$ cat config.mk
export PLATFORM = sky130hd
export DESIGN_NAME = store_match_unit
export DESIGN_NICKNAME = d
export VERILOG_FILES = /design/src/rtl/mem_store_checker_pkg.sv /design/src/rtl/mem_store_checker_match.sv
export SDC_FILE = /design/constraint.sdc
export NUM_CORES = 1
export LEC_CHECK = 0
export ABC_AREA = 1
export CAP_MARGIN = 15
export CORE_ASPECT_RATIO = 0.8
export CORE_MARGIN = 1
export CORE_UTILIZATION = 40
export DETAILED_ROUTE_END_ITERATION = 6
export GPL_TIMING_DRIVEN = 0
export PLACE_DENSITY_LB_ADDON = 0.15
export SETUP_SLACK_MARGIN = 0.2
export SYNTH_ARGS = -nofsm -noshare
export SYNTH_HDL_FRONTEND = slang
export SYNTH_SLANG_ARGS = --single-unit
export TNS_END_PERCENT = 30
$ cat constraint.sdc
create_clock -name vclk -period 2.8
set_input_delay 0.28 -clock vclk [all_inputs]
set_output_delay 0.28 -clock vclk [all_outputs]
set_load 0.03 [all_outputs]
$ cat src/rtl/mem_store_checker_pkg.sv
// Shared types for the data-memory store checker: failure codes, FSM states
// and the width helpers used to size table indices and counters.
package checker_pkg;

  typedef logic        u1;
  typedef logic [31:0] u32;

  typedef enum logic [2:0] {
    NONE         = 3'd0,
    UNEXP_ADDR   = 3'd1,
    BAD_DATA     = 3'd2,
    OUT_OF_ORDER = 3'd3,
    DUPLICATE    = 3'd4,
    TIMEOUT      = 3'd5,
    EMPTY        = 3'd6
  } fail_code_t;

  typedef enum logic [1:0] {
    IDLE = 2'd0,
    RUN  = 2'd1,
    PASS = 2'd2,
    FAIL = 2'd3
  } state_t;

  // A single-entry table still needs a one-bit index so ports never collapse to zero width.
  function automatic int idxWidth(input int n);
    return (n > 1) ? $clog2(n) : 1;
  endfunction

  function automatic int cntWidth(input int n);
    return $clog2(n + 1);
  endfunction

endpackage

$ cat src/rtl/mem_store_checker_match.sv
// Combinational classifier: decides whether one CPU store hits an active table
// entry or which failure it represents, for ordered or unordered runs.
module store_match_unit
  import checker_pkg::*;
#(
  parameter int N_CHECKS = 4,
  parameter int ADDR_W   = 32,
  parameter int DATA_W   = 32,
  localparam int IDX_W   = idxWidth(N_CHECKS),
  localparam int CNT_W   = cntWidth(N_CHECKS)
) (
  input  logic [N_CHECKS-1:0][ADDR_W-1:0] tblAddr_i,
  input  logic [N_CHECKS-1:0][DATA_W-1:0] tblData_i,
  input  logic [N_CHECKS-1:0]             hitFlags_i,
  input  logic [CNT_W-1:0]                count_i,
  input  logic                            ordered_i,
  input  logic [ADDR_W-1:0]               addr_i,
  input  logic [DATA_W-1:0]               data_i,
  output logic                            hit_o,
  output logic [IDX_W-1:0]                hitIdx_o,
  output fail_code_t                      failCode_o,
  output logic [IDX_W-1:0]                failIdx_o
);

  logic [N_CHECKS-1:0] addrEq;
  logic [N_CHECKS-1:0] unhitEq;
  logic [IDX_W-1:0]    ptr;
  logic [IDX_W-1:0]    firstUnhitEq;
  logic [IDX_W-1:0]    firstEq;
  logic                anyUnhitEq;
  logic                anyEq;

  // Downward scans leave the lowest matching index selected, so duplicate
  // table addresses are consumed lowest index first. In ordered runs the hits
  // are always a prefix, so the lowest un-hit entry equals hit_count.
  always_comb begin
    addrEq       = '0;
    ptr          = '0;
    firstUnhitEq = '0;
    firstEq      = '0;
    anyUnhitEq   = 1'b0;
    anyEq        = 1'b0;
    for (int i = 0; i < N_CHECKS; i++) begin
      if ((i < int'(count_i)) && (tblAddr_i[i] == addr_i)) addrEq[i] = 1'b1;
    end
    unhitEq = addrEq & ~hitFlags_i;
    for (int i = N_CHECKS - 1; i >= 0; i--) begin
      if (unhitEq[i]) begin
        anyUnhitEq   = 1'b1;
        firstUnhitEq = IDX_W'(i);
      end
      if (addrEq[i]) begin
        anyEq   = 1'b1;
        firstEq = IDX_W'(i);
      end
      if (!hitFlags_i[i]) ptr = IDX_W'(i);
    end
  end

  always_comb begin
    hit_o      = 1'b0;
    hitIdx_o   = '0;
    failCode_o = NONE;
    failIdx_o  = '0;
    if (ordered_i) begin
      if (addrEq[ptr]) begin
        if (tblData_i[ptr] == data_i) begin
          hit_o    = 1'b1;
          hitIdx_o = ptr;
        end else begin
          failCode_o = BAD_DATA;
          failIdx_o  = ptr;
        end
      end else if (anyUnhitEq) begin
        failCode_o = OUT_OF_ORDER;
        failIdx_o  = firstUnhitEq;
      end else if (anyEq) begin
        failCode_o = DUPLICATE;
        failIdx_o  = firstEq;
      end else begin
        failCode_o = UNEXP_ADDR;
      end
    end else begin
      if (anyUnhitEq) begin
        if (tblData_i[firstUnhitEq] == data_i) begin
          hit_o    = 1'b1;
          hitIdx_o = firstUnhitEq;
        end else begin
          failCode_o = BAD_DATA;
          failIdx_o  = firstUnhitEq;
        end
      end else if (anyEq) begin
        failCode_o = DUPLICATE;
        failIdx_o  = firstEq;
      end else begin
        failCode_o = UNEXP_ADDR;
      end
    end
  end

endmodule

# After elaboration in Yosys (flattened, before gate mapping)
# Cells that the tools add are included.
[op_classes] n_lt_le_gt_ge=6 eq_ne=6 muxes=54 n_bitwise=2 reduce_logical=4
[ops] operator="32-bit equality test" n=6
[ops] operator="32-bit binary-select mux with 2-bit select" n=2
[ops] operator="32-bit 2-to-1 mux" n=2
[ops] operator="2-bit 2-to-1 mux" n=26
[ops] operator="1-bit 2-to-1 mux" n=18
[ops] operator="3-bit 2-to-1 mux" n=5
[ops] operator="1-bit by 3-bit less-than comparator with 1-bit output (first input constant)" n=2
[ops] operator="2-bit by 3-bit less-than comparator with 1-bit output (first input constant)" n=2
[ops] operator="2-bit by 3-bit less-than comparator with 1-bit output (second input constant)" n=2
[ops] operator="4-bit bitwise AND" n=1
[ops] operator="1-bit logical AND" n=4
[ops] operator="4-bit NOT" n=1
[ops] operator="1-bit binary-select mux with 2-bit select" n=1
[word_totals] ff_bits=0 input_bits=328 output_inout_bits=8 elab_cells=72

# Logic depth before layout (Yosys ltp)
# Gate-level depths: netlist of run 1.
[logic_depth] word_depth=14 mapped_depth=27 depth_no_buf=26

# Worst setup path before layout of run 1
# OpenSTA, ideal clock, no wires.
[synth_timing] path_type="in2out" startpoint="input addr_i[12]" endpoint="output hit_o" t_arrival_ns=2.500 t_required_ns=2.520 slack_ns=0.020 cell_stages=19 path_buffers=2 cell_sequence="buf_4 xnor2_1 nand3_1 nor3_1 nand2_1 nor2_2 nand3_2 nand3_4 inv_4 buf_6 nand3_1 nand3_1 nand2_1 nand2_1 nor2_1 nand2_1 nor2_4 nand2_2 o21ai_2"
[synth_via] elab_chain_len=14 elab_cells_between_ends=30 classes_between="5 x eq/ne; 20 x mux; 1 x bitwise; 4 x reduce/logical"
[synth_lines] item="start: declaration" line_no="mem_store_checker_match.sv:17" rtl="input logic [ADDR_W-1:0] addr_i,"
[synth_lines] item="32-bit equality test" line_no="mem_store_checker_match.sv:44" rtl="if ((i < int'(count_i)) && (tblAddr_i[i] == addr_i)) addrEq[i] = 1'b1;"
[synth_lines] item="1-bit logical AND" line_no="mem_store_checker_match.sv:44"
[synth_lines] item="1-bit 2-to-1 mux" line_no="mem_store_checker_match.sv:44"
[synth_lines] item="4-bit bitwise AND" line_no="mem_store_checker_match.sv:46" rtl="unhitEq = addrEq & ~hitFlags_i;"
[synth_lines] item="2-bit 2-to-1 mux (4 in a row)" line_no="mem_store_checker_match.sv:48" rtl="if (unhitEq[i]) begin"
[synth_lines] item="32-bit binary-select mux with 2-bit select" line_no="mem_store_checker_match.sv:85" rtl="if (tblData_i[firstUnhitEq] == data_i) begin"
[synth_lines] item="32-bit 2-to-1 mux (implied by the code)" line_no="mem_store_checker_match.sv:85"
[synth_lines] item="32-bit equality test" line_no="mem_store_checker_match.sv:85"
[synth_lines] item="1-bit 2-to-1 mux" line_no="mem_store_checker_match.sv:85"
[synth_lines] item="1-bit 2-to-1 mux" line_no="mem_store_checker_match.sv:84" rtl="if (anyUnhitEq) begin"
[synth_lines] item="1-bit 2-to-1 mux *" line_no="mem_store_checker_match.sv:65" rtl="if (ordered_i) begin"
[synth_lines] item="end: declaration" line_no="mem_store_checker_match.sv:19" rtl="output logic hit_o,"
# Mark *: on every way between the ends. The rest lies on a longest branch, timed or not. The select of a mux whose other input is x is not followed.

# Worst setup path after layout of run 1
[layout_timing] startpoint="input tblAddr_i[95] in the netlist's numbering" endpoint="output hitIdx_o[1]"
[layout_via] elab_chain_len=13 elab_cells_between_ends=19 classes_between="2 x eq/ne; 15 x mux; 1 x bitwise; 1 x reduce/logical"
[layout_lines] item="start: declaration" line_no="mem_store_checker_match.sv:12" rtl="input logic [N_CHECKS-1:0][ADDR_W-1:0] tblAddr_i,"
[layout_lines] item="32-bit equality test *" line_no="mem_store_checker_match.sv:44"
[layout_lines] item="1-bit logical AND *" line_no="mem_store_checker_match.sv:44"
[layout_lines] item="1-bit 2-to-1 mux *" line_no="mem_store_checker_match.sv:44"
[layout_lines] item="4-bit bitwise AND" line_no="mem_store_checker_match.sv:46"
[layout_lines] item="2-bit 2-to-1 mux (3 in a row)" line_no="mem_store_checker_match.sv:48"
[layout_lines] item="32-bit binary-select mux with 2-bit select" line_no="mem_store_checker_match.sv:85"
[layout_lines] item="32-bit 2-to-1 mux (implied by the code)" line_no="mem_store_checker_match.sv:85"
[layout_lines] item="32-bit equality test" line_no="mem_store_checker_match.sv:85"
[layout_lines] item="2-bit 2-to-1 mux" line_no="mem_store_checker_match.sv:85"
[layout_lines] item="2-bit 2-to-1 mux" line_no="mem_store_checker_match.sv:84"
[layout_lines] item="2-bit 2-to-1 mux *" line_no="mem_store_checker_match.sv:65"
[layout_lines] item="end: declaration" line_no="mem_store_checker_match.sv:20" rtl="output logic [IDX_W-1:0] hitIdx_o,"
# Marked as above.

==> results.ini, run 1 <==
[route]
dr.pass1.iters = 7
wl_mm = 45.0
final_antenna_net_count = 0
drc = 8
viasPerCell = 6.02
wl_per_cell_um = 21.6
dr.first_iter.drc_count = 1865
dr_total_vias = 12500

[run_status]
violations = design-rule violations, negative setup slack
status = finished, violations left

[sta]
min_period_ps = 3580
fin_crit_sh_pct = 128
final-hold-violation-count = 0
max_freq_ghz = 0.279
worstMarginPinSlew_ps = 660
drv_slew = 0
rsz0062_at_grt = true
layout_setup_ws_ps = -781
setup-violations-final = 8
max-slew-margin-rel_pct = 55.8

[critical_path]
slowest_stage = xnor2_1
cp_max_fo = 8
cp-start-kind = input port
critPathMaxStageDelay_ps = 270
crit_type = input port to output pin
path_cells = clkdlybuf4s15_1 > xnor2_1 > nand4_1 > nor2_2 > nand4_1 > nand2_2 > nand2_4 > buf_8 > buf_8 > buf_4 > nand3b_1 > nand3_1 > nand2_1 > nand2_1 > nand2_1 > nand2_1 > nor2_1 > nand2_1 > nor2_4 > nand2_4 > o21bai_4 > buf_6
cpMostUsedCell = nand2_1
required_ps = 2520
critical_path_arrival_ps = 3300
end_kind = output pin

[placed_design]
numPortBuffers = 327
routabilityCongestion = 1.04
pre_cts_ws_ps = -1980
dp_hpwl_mm = 32.3

[run]
drv_cap = 0

[synthesis]
avgSynthCellArea_um2 = 4.75
syn_inst = 1432
yosys_warnings = 0
ys_types = 43
syn-num-nets = 1760
ys_seq_area_share_pct = 0
synth_area_mm2 = 0.00680

[global_route]
antenna_found_initial = 4
grt_first_pass_wirelength_mm = 62.3
grt_overflow = 0
grt_max_degree = 11
grt_usage_pct = 46.3
first_global_vias = 11100

[hold_path]
hold_path.class = input port to output pin

[finish]
num-clock-buffers = 0
register_area_um2 = 0
drive_gt1_share_pct = 34.2
seq_cell_count = 0
final_nets = 2189
areaGrowthSynthToFinish_pct = 91.2

[power_and_ir_drop]
power_mw = 1.90
leakage_nw = 6.48
ir_worst_vdd_uv = 93.8
pwr_density_cell_mw_per_mm2 = 146

[die]
die_h_um = 119
fp.dieW_um = 148
row_count = 42
ios = 336
core-area_mm2 = 0.0166
initial_core_util_pct = 41.0
die_area_mm2 = 0.0175

[cts]
cts_hold_buf = 0

## per-stage QoR
step	setup TNS, ps	hold WS, ps	area [um^2]	std cells	utilization, %
6_report	-4870	1510	13000	2081	78.3
5_1_grt	-5600	1510	13000	2081	78.3
4_1_cts	-3140	1400	12200	2048	73.5
3_5_place_dp	-13590	1840	10500	1979	63.1
3_3_place_gp	-13540	1830	10500	1979	63.1
2_1_floorplan	0	736	6930	1432	-
## cell usage in the layout (no fill, tap or decap), types with 9 or more instances in the layout
master / n
nand2_1: 379
clkdlybuf4s50_1: 161
inv_1: 154
nand3_1: 141
nand2_2: 111
buf_4: 95
nor2_1: 94
o21ai_0: 65
buf_6: 46
dlygate4sd2_1: 42
buf_2: 40
a21oi_1: 39
nor2_2: 37
nand3_2: 37
nand3b_1: 37
xor2_1: 36
xnor2_2: 31
inv_2: 30
nor2_4: 23
nand4_1: 23
clkbuf_2: 22
nand2_4: 19
nand3_4: 17
buf_8: 17
clkdlybuf4s15_1: 14
xor2_2: 13
clkbuf_4: 13
clkdlybuf4s15_2: 11
inv_4: 10
buf_12: 9
## layout make-up
class / instances / area, um^2
Antenna cell: 2 / 5.00
Timing Repair Buffer: 424 / 3870
Fill cell: 1217 / 3600
Inverter: 201 / 808
Buffer: 55 / 623
Tap cell: 220 / 275
Multi-Input combinational cell: 1179 / 7420
## cell usage after synthesis, drive strengths merged
cell type  number  area (um^2)
nand2         511         1940
inv           198          746
nand3         194         1010
nor2          154          601
o21ai          74          374
xor2           50          438
xnor2          43          399
buf            40          279
a21oi          39          195
nand3b         37          278
nand4          24          156
clkbuf         15         56.3
nor3           14         75.1
nor4            8         56.3
or2             8         50.1
o22ai           5         31.3
and2            4         25.0
clkinv          3         11.3
a22oi           2         15.0
and3            2         12.5
o211ai          2         15.0
a211oi          1         7.51
a21boi          1         7.51
nor3b           1         7.51
o2111ai         1         8.76
o21bai          1         11.3
## layer usage
metal | part of all wire (%) | vias to the layer above | wire length (um) | track usage (%)
met1 | 36 | 5572 | 16400 | 62.4
li1 | - | 5379 | - | -
met4 | 5.5 | 4 | 2450 | 13.8
met2 | 41 | 1299 | 18300 | 68.9
met5 | 0.060 | - | 27 | 0
met3 | 18 | 281 | 7890 | 15.7
## final timing paths
check / slack [ps] / end / cells past startpoint / from
setup / recovery: -780 / hitIdx_o[1] / 22 / tblAddr_i[95]
hold / removal: 1510 / failCode_o[1] / 4 / ordered_i
## kinds of logic (layout without fill, tap and decap cells)
kind of cell | Yosys count | in the layout | share of synthesized area [%]
other | 0 | 2 | 0
AOI/OAI and AO/OA | 126 | 126 | 9.79
buffers and inverters | 256 | 680 | 16.1
and+or+nand+nor | 957 | 960 | 61.8
xor gates and xnor gates | 93 | 93 | 12.3
## what timing repair did
action / in CTS / in global routing
cloned: 5 / 4
setup endpoints to repair: 8 / 8
buffers inserted: 64 / 27
pin swaps: 271 / 151
resized for setup: 858 / 208
## critical path, delay by kind of cell
| kind | cells | cell delay [ps] |
|---|---|---|
| compound gates | 1 | 170 |
| xor+xnor | 1 | 270 |
| simple gates | 15 | 1800 |
| buf+inv | 5 | 770 |
## power breakdown
group / leakage [nW] / total (mW) / internal [mW] / switching [mW]
clock network: 0.0000127 / 0.0000000956 / 0.0000000956 / 0
registers: 0 / 0 / 0 / 0
logic: 6.48 / 1.90 / 0.839 / 1.06
Power figures use the tool's default switching activity.
==> inputs of run 2 (changes only) <==
==> constraint.sdc (replaced) <==
create_clock -name vclk -period 2.8
set_input_delay 0.84 -clock vclk [all_inputs]
set_output_delay 0.84 -clock vclk [all_outputs]
set_load 0.03 [all_outputs]
==> results.ini, run 2 (synthesis gave the netlist of run 1 again) <==
[critical_path]
critPathMaxStageDelay_ps = 400  ; was 270 ps
slowest_stage = dlygate4sd2_1  ; was xnor2_1
path_delay_family = simple AND/OR/NAND/NOR gates  ; unchanged
end_kind = output pin  ; unchanged
cpMostUsedCell = nand2_1  ; unchanged
crit_type = input port to output pin  ; unchanged
critical_path_cell_count = 24  ; was 22
critical_path_arrival_ps = 3910  ; was 3300 ps
endpoint = hitIdx_o[1]  ; unchanged
cp_max_fo = 5  ; was 8
worst-path-buf-inv = 7  ; was 5
path_cells = dlygate4sd2_1 > xnor2_2 > buf_4 > nand2_1 > nor2_1 > nand2_1 > nor2_2 > nand4_4 > nand3_4 > clkinv_4 > buf_12 > buf_16 > nand3_1 > nand2_1 > nand2_1 > nand2_1 > inv_1 > nand2_1 > nor2_1 > nand2_2 > nor2_4 > nand2_4 > o21bai_4 > buf_6  ; was clkdlybuf4s15_1 > xnor2_1 > nand4_1 > nor2_2 > nand4_1 > nand2_2 > nand2_4 > buf_8 > buf_8 > buf_4 > nand3b_1 > nand3_1 > nand2_1 > nand2_1 > nand2_1 > nand2_1 > nor2_1 > nand2_1 > nor2_4 > nand2_4 > o21bai_4 > buf_6
required_ps = 1960  ; was 2520 ps
critPathLaunch = tblAddr_i[23]  ; was tblAddr_i[95]
cp-start-kind = input port  ; unchanged

[power_and_ir_drop]
pwr_density_cell_mw_per_mm2 = 144  ; was 146 mW/mm^2
p_clk_share_pct = 0  ; about the same
ir_worst_vdd_uv = 108  ; was 93.8 uV
power.switching_mw = 1.03  ; was 1.06 mW
switching_share_pct = 55.5  ; was 55.8%
intPower_mw = 0.823  ; was 0.839 mW
seqPwrFrac_pct = 0  ; about the same
power_mw = 1.85  ; was 1.90 mW
p_comb_share_pct = 100.0  ; about the same
leakage_nw = 6.48  ; about the same

[die]
die_area_mm2 = 0.0175  ; unchanged
initial_core_util_pct = 41.0  ; unchanged
core-area_mm2 = 0.0166  ; unchanged
die_h_um = 119  ; unchanged
row_count = 42  ; unchanged
ios = 336  ; unchanged
fp.dieW_um = 148  ; unchanged

[global_route]
grt_overflow = 0  ; unchanged
grt_max_degree = 11  ; unchanged
grt_usage_pct = 45.3  ; was 46.3%
antenna_found_initial = 2  ; was 4
first_global_vias = 10900  ; was 11,100
grt_first_pass_wirelength_mm = 60.6  ; was 62.3 mm

[sta]
drv_slew = 0  ; unchanged
setup-violations-final = 8  ; unchanged
max-slew-margin-rel_pct = 62.0  ; was 55.8%
layout_setup_ws_ps = -1950  ; was -781 ps
hold_slack_ps = 2540  ; was 1510 ps
rsz0062_at_grt = true  ; unchanged
worstMarginPinSlew_ps = 568  ; was 660 ps
min_period_ps = 4750  ; was 3580 ps
final-hold-violation-count = 0  ; unchanged
max_freq_ghz = 0.211  ; was 0.279 GHz
fin_crit_sh_pct = 170  ; was 128%
tns_ps = -14080  ; was -4870 ps

[finish]
drive_gt1_share_pct = 30.4  ; was 34.2%
stdcell_area_mm2 = 0.0128  ; was 0.0130 mm^2
postLayoutCoreUtil_pct = 77.1  ; was 78.3%
layout_commonest_cell = nand2_1  ; unchanged
areaGrowthSynthToFinish_pct = 88.3  ; was 91.2%
final_cell_mix = nand2_1, clkdlybuf4s50_1, inv_1  ; unchanged
fin_cells = 2079  ; was 2,081
final_nets = 2186  ; was 2,189
seq_cell_count = 0  ; unchanged
num-clock-buffers = 0  ; unchanged
register_area_um2 = 0  ; unchanged

[hold_path]
hold_path.class = input port to output pin  ; unchanged

[route]
final_antenna_net_count = 0  ; unchanged
wl_per_cell_um = 21.1  ; was 21.6 um
drc = 1  ; was 8
wl_mm = 43.8  ; was 45.0 mm
viasPerCell = 5.90  ; was 6.02
dr.pass1.iters = 7  ; unchanged
dr_total_vias = 12300  ; was 12,500
dr.first_iter.drc_count = 1926  ; was 1,865

[run_status]
violations = design-rule violations, negative setup slack  ; unchanged
status = finished, violations left  ; unchanged

[placed_design]
placed_cells = 1979  ; unchanged
dp_hpwl_mm = 32.5  ; was 32.3 mm
place_area_mm2 = 0.0105  ; about the same
pre_cts_ws_ps = -3140  ; was -1980 ps
routabilityCongestion = 1.03  ; was 1.04
numPortBuffers = 327  ; unchanged

[run]
drv_cap = 0  ; unchanged

[cts]
cts_hold_buf = 0  ; unchanged

==> run 2: cell count changes in the layout (fill, tap and decap cells not counted), sizes merged, moves of 2 or more <==
cell           change
dlygate4sd2       +20
nand2              -2
buf               -26
dlymetal6s2s       +6
clkinv             +4
inv                -4
clkbuf             -4
clkdlybuf4s15      +2
==> run 2: worst min path at each step <==
stage          cells after the start            end      start
6_report                           4  failCode_o[1]  ordered_i
5_1_grt                            4  failCode_o[1]  ordered_i
2_1_floorplan                      2  failCode_o[1]  ordered_i
4_1_cts                            4   failIdx_o[0]  ordered_i
3_5_place_dp                       4  failCode_o[1]  ordered_i
3_3_place_gp                       4  failCode_o[1]  ordered_i
==> run 2: power by group through the flow <==
stage	clock network [mW]	logic [mW]	registers, mW
2_1_floorplan	0	0.663	0
3_3_place_gp	0	1.48	0
3_5_place_dp	0	1.48	0
4_1_cts	0	1.61	0
5_1_grt	0.0000000477	1.93	0
6_report	0.000000144	1.85	0
==> run 2: what timing repair did <==
item | in CTS | in global routing
pin swaps | 218 | 163
setup endpoints to repair | 8 | 8
resized for setup | 644 | 254
buffers inserted | 59 | 33
gates cloned | 5 | 0
==> run 2: final cells by class <==
class,instances,area (um^2)
multi-input combinational,1176,7130
tap,220,275
timing repair buffer,424,3990
inverter,201,811
fill,1360,3800
buffer,55,588
antenna,3,7.51
==> run 2: layer usage <==
layer / track usage, % / wire (um)
met5: 0 / 0
met3: 15.4 / 7420
met4: 10.8 / 1870
met1: 62.5 / 16700
met2: 66.9 / 17800
==> inputs of run 3 (changes only) <==
CORE_UTILIZATION = 43   (was 40)
==> results.ini, run 3 (synthesis gave the netlist of run 1 again) <==
[run_status]
violations = design-rule violations, negative setup slack  ; unchanged
status = finished, violations left  ; unchanged

[route]
dr_total_vias = 12700  ; was 12,300
dr.pass1.iters = 7  ; unchanged
final_antenna_net_count = 0  ; unchanged
wl_per_cell_um = 21.5  ; was 21.1 um
wl_mm = 44.1  ; was 43.8 mm
drc = 17  ; was 1
viasPerCell = 6.19  ; was 5.90
dr.first_iter.drc_count = 2312  ; was 1,926

[die]
core-area_mm2 = 0.0152  ; was 0.0166 mm^2
die_h_um = 114  ; was 119 um
fp.dieW_um = 143  ; was 148 um
initial_core_util_pct = 44.7  ; was 41.0%
row_count = 40  ; was 42
die_area_mm2 = 0.0163  ; was 0.0175 mm^2
ios = 336  ; unchanged

[sta]
max-slew-margin-rel_pct = 55.3  ; was 62.0%
fin_crit_sh_pct = 172  ; was 170%
drv_slew = 0  ; unchanged
final-hold-violation-count = 0  ; unchanged
tns_ps = -14430  ; was -14,080 ps
layout_setup_ws_ps = -2030  ; was -1950 ps
max_freq_ghz = 0.207  ; was 0.211 GHz
setup-violations-final = 8  ; unchanged
hold_slack_ps = 2550  ; was 2540 ps
min_period_ps = 4830  ; was 4750 ps
rsz0062_at_grt = true  ; unchanged
worstMarginPinSlew_ps = 668  ; was 568 ps

[critical_path]
cpMostUsedCell = nand2_1  ; unchanged
endpoint = hit_o  ; was hitIdx_o[1]
slowest_stage = xnor2_2  ; was dlygate4sd2_1
critPathMaxStageDelay_ps = 260  ; was 400 ps
critical_path_arrival_ps = 3990  ; was 3910 ps
cp_max_fo = 8  ; was 5
cp-start-kind = input port  ; unchanged
critPathLaunch = addr_i[31]  ; was tblAddr_i[23]
end_kind = output pin  ; unchanged
crit_type = input port to output pin  ; unchanged
required_ps = 1960  ; about the same
path_cells = clkbuf_4 > xnor2_2 > buf_4 > nand3b_1 > nor3_2 > nand2_1 > nor2_2 > nand3_4 > nand3_4 > inv_8 > buf_4 > nand3_1 > nand3_1 > nand2_1 > nand2_1 > nor2_1 > nand2_1 > nor2_4 > nand2_4 > o21ai_4 > buf_6  ; was dlygate4sd2_1 > xnor2_2 > buf_4 > nand2_1 > nor2_1 > nand2_1 > nor2_2 > nand4_4 > nand3_4 > clkinv_4 > buf_12 > buf_16 > nand3_1 > nand2_1 > nand2_1 > nand2_1 > inv_1 > nand2_1 > nor2_1 > nand2_2 > nor2_4 > nand2_4 > o21bai_4 > buf_6

[global_route]
grt_first_pass_wirelength_mm = 57.1  ; was 60.6 mm
grt_max_degree = 11  ; unchanged
grt_overflow = 0  ; unchanged
first_global_vias = 10400  ; was 10,900
antenna_found_initial = 5  ; was 2
grt_usage_pct = 46.2  ; was 45.3%

[finish]
drive_gt1_share_pct = 30.4  ; about the same
num-clock-buffers = 0  ; unchanged
final_cell_mix = nand2_1, clkdlybuf4s50_1, inv_1  ; unchanged
register_area_um2 = 0  ; unchanged
final_nets = 2165  ; was 2,186
areaGrowthSynthToFinish_pct = 89.4  ; was 88.3%
layout_commonest_cell = nand2_1  ; unchanged
seq_cell_count = 0  ; unchanged
stdcell_area_mm2 = 0.0129  ; was 0.0128 mm^2
fin_cells = 2048  ; was 2,079

[cts]
cts_hold_buf = 0  ; unchanged

[placed_design]
dp_hpwl_mm = 30.7  ; was 32.5 mm
place_area_mm2 = 0.0105  ; about the same
routabilityCongestion = 1.07  ; was 1.03
placed_cells = 1969  ; was 1,979
numPortBuffers = 327  ; unchanged

[hold_path]
hold_path.class = input port to output pin  ; unchanged

[run]
drv_cap = 0  ; unchanged

run 3: changes by cell type in the layout (fill, tap and decap cells not counted), moves of 7 or more:
cell / before / now
nand3_1: 147 / 133
buf_4: 91 / 65
dlymetal6s2s_1: 8 / 55
buf_12: 13 / 4
dlygate4sd2_1: 62 / 19
o21ai_1: 12 / 5
buf_2: 22 / 4
clkbuf_2: 29 / 50
nand3_2: 37 / 54
run 3: worst max-delay path: cells and delay by family:
kind	cells	cell delay (ps)
AND/OR/NAND/NOR	14	1950
buffers and inverters	5	700
XOR/XNOR	1	260
AO/OA/AOI/OAI	1	200
run 3: per-stage QoR:
stage | util, % | setup slack (ps)
6_report | 84.7 | -2030
5_1_grt | 84.6 | -2070
4_1_cts | 76.1 | -1770
3_5_place_dp | 68.8 | -2940
3_3_place_gp | 68.8 | -2990
2_1_floorplan | - | -1020
run 3: per-layer routing:
layer,up-vias,track usage (%),wire length [um]
met2,1393,68.3,17300
li1,5339,-,-
met1,5532,61.1,15100
met5,-,0,26
met4,4,15.1,3000
met3,407,17.2,8700
run 3: worst min path at each step:
stage	depth (start not counted)	startpoint	to	slack, ps
floorplan	2	ordered_i	failCode_o[1]	1860
global placement	4	ordered_i	failCode_o[1]	2950
detailed placement	4	ordered_i	failCode_o[1]	2940
CTS	4	ordered_i	failCode_o[1]	2500
global route	4	ordered_i	failIdx_o[0]	2590
finish	4	ordered_i	failCode_o[1]	2550
run 3: layout make-up:
cell class	count	area [um^2]
fillers	1008	2330
diodes	3	7.51
inverters	201	793
multi-input cells	1179	7280
well taps	210	263
repair buffers	400	3960
plain buffers	55	573
run 3: what timing repair did:
| item | 4_1_cts | 5_1_grt |
|---|---|---|
| buffers inserted | 39 | 23 |
| setup endpoints to repair | 8 | 8 |
| cloned | 5 | 9 |
| resized for setup | 386 | 488 |
| pin swaps | 139 | 257 |
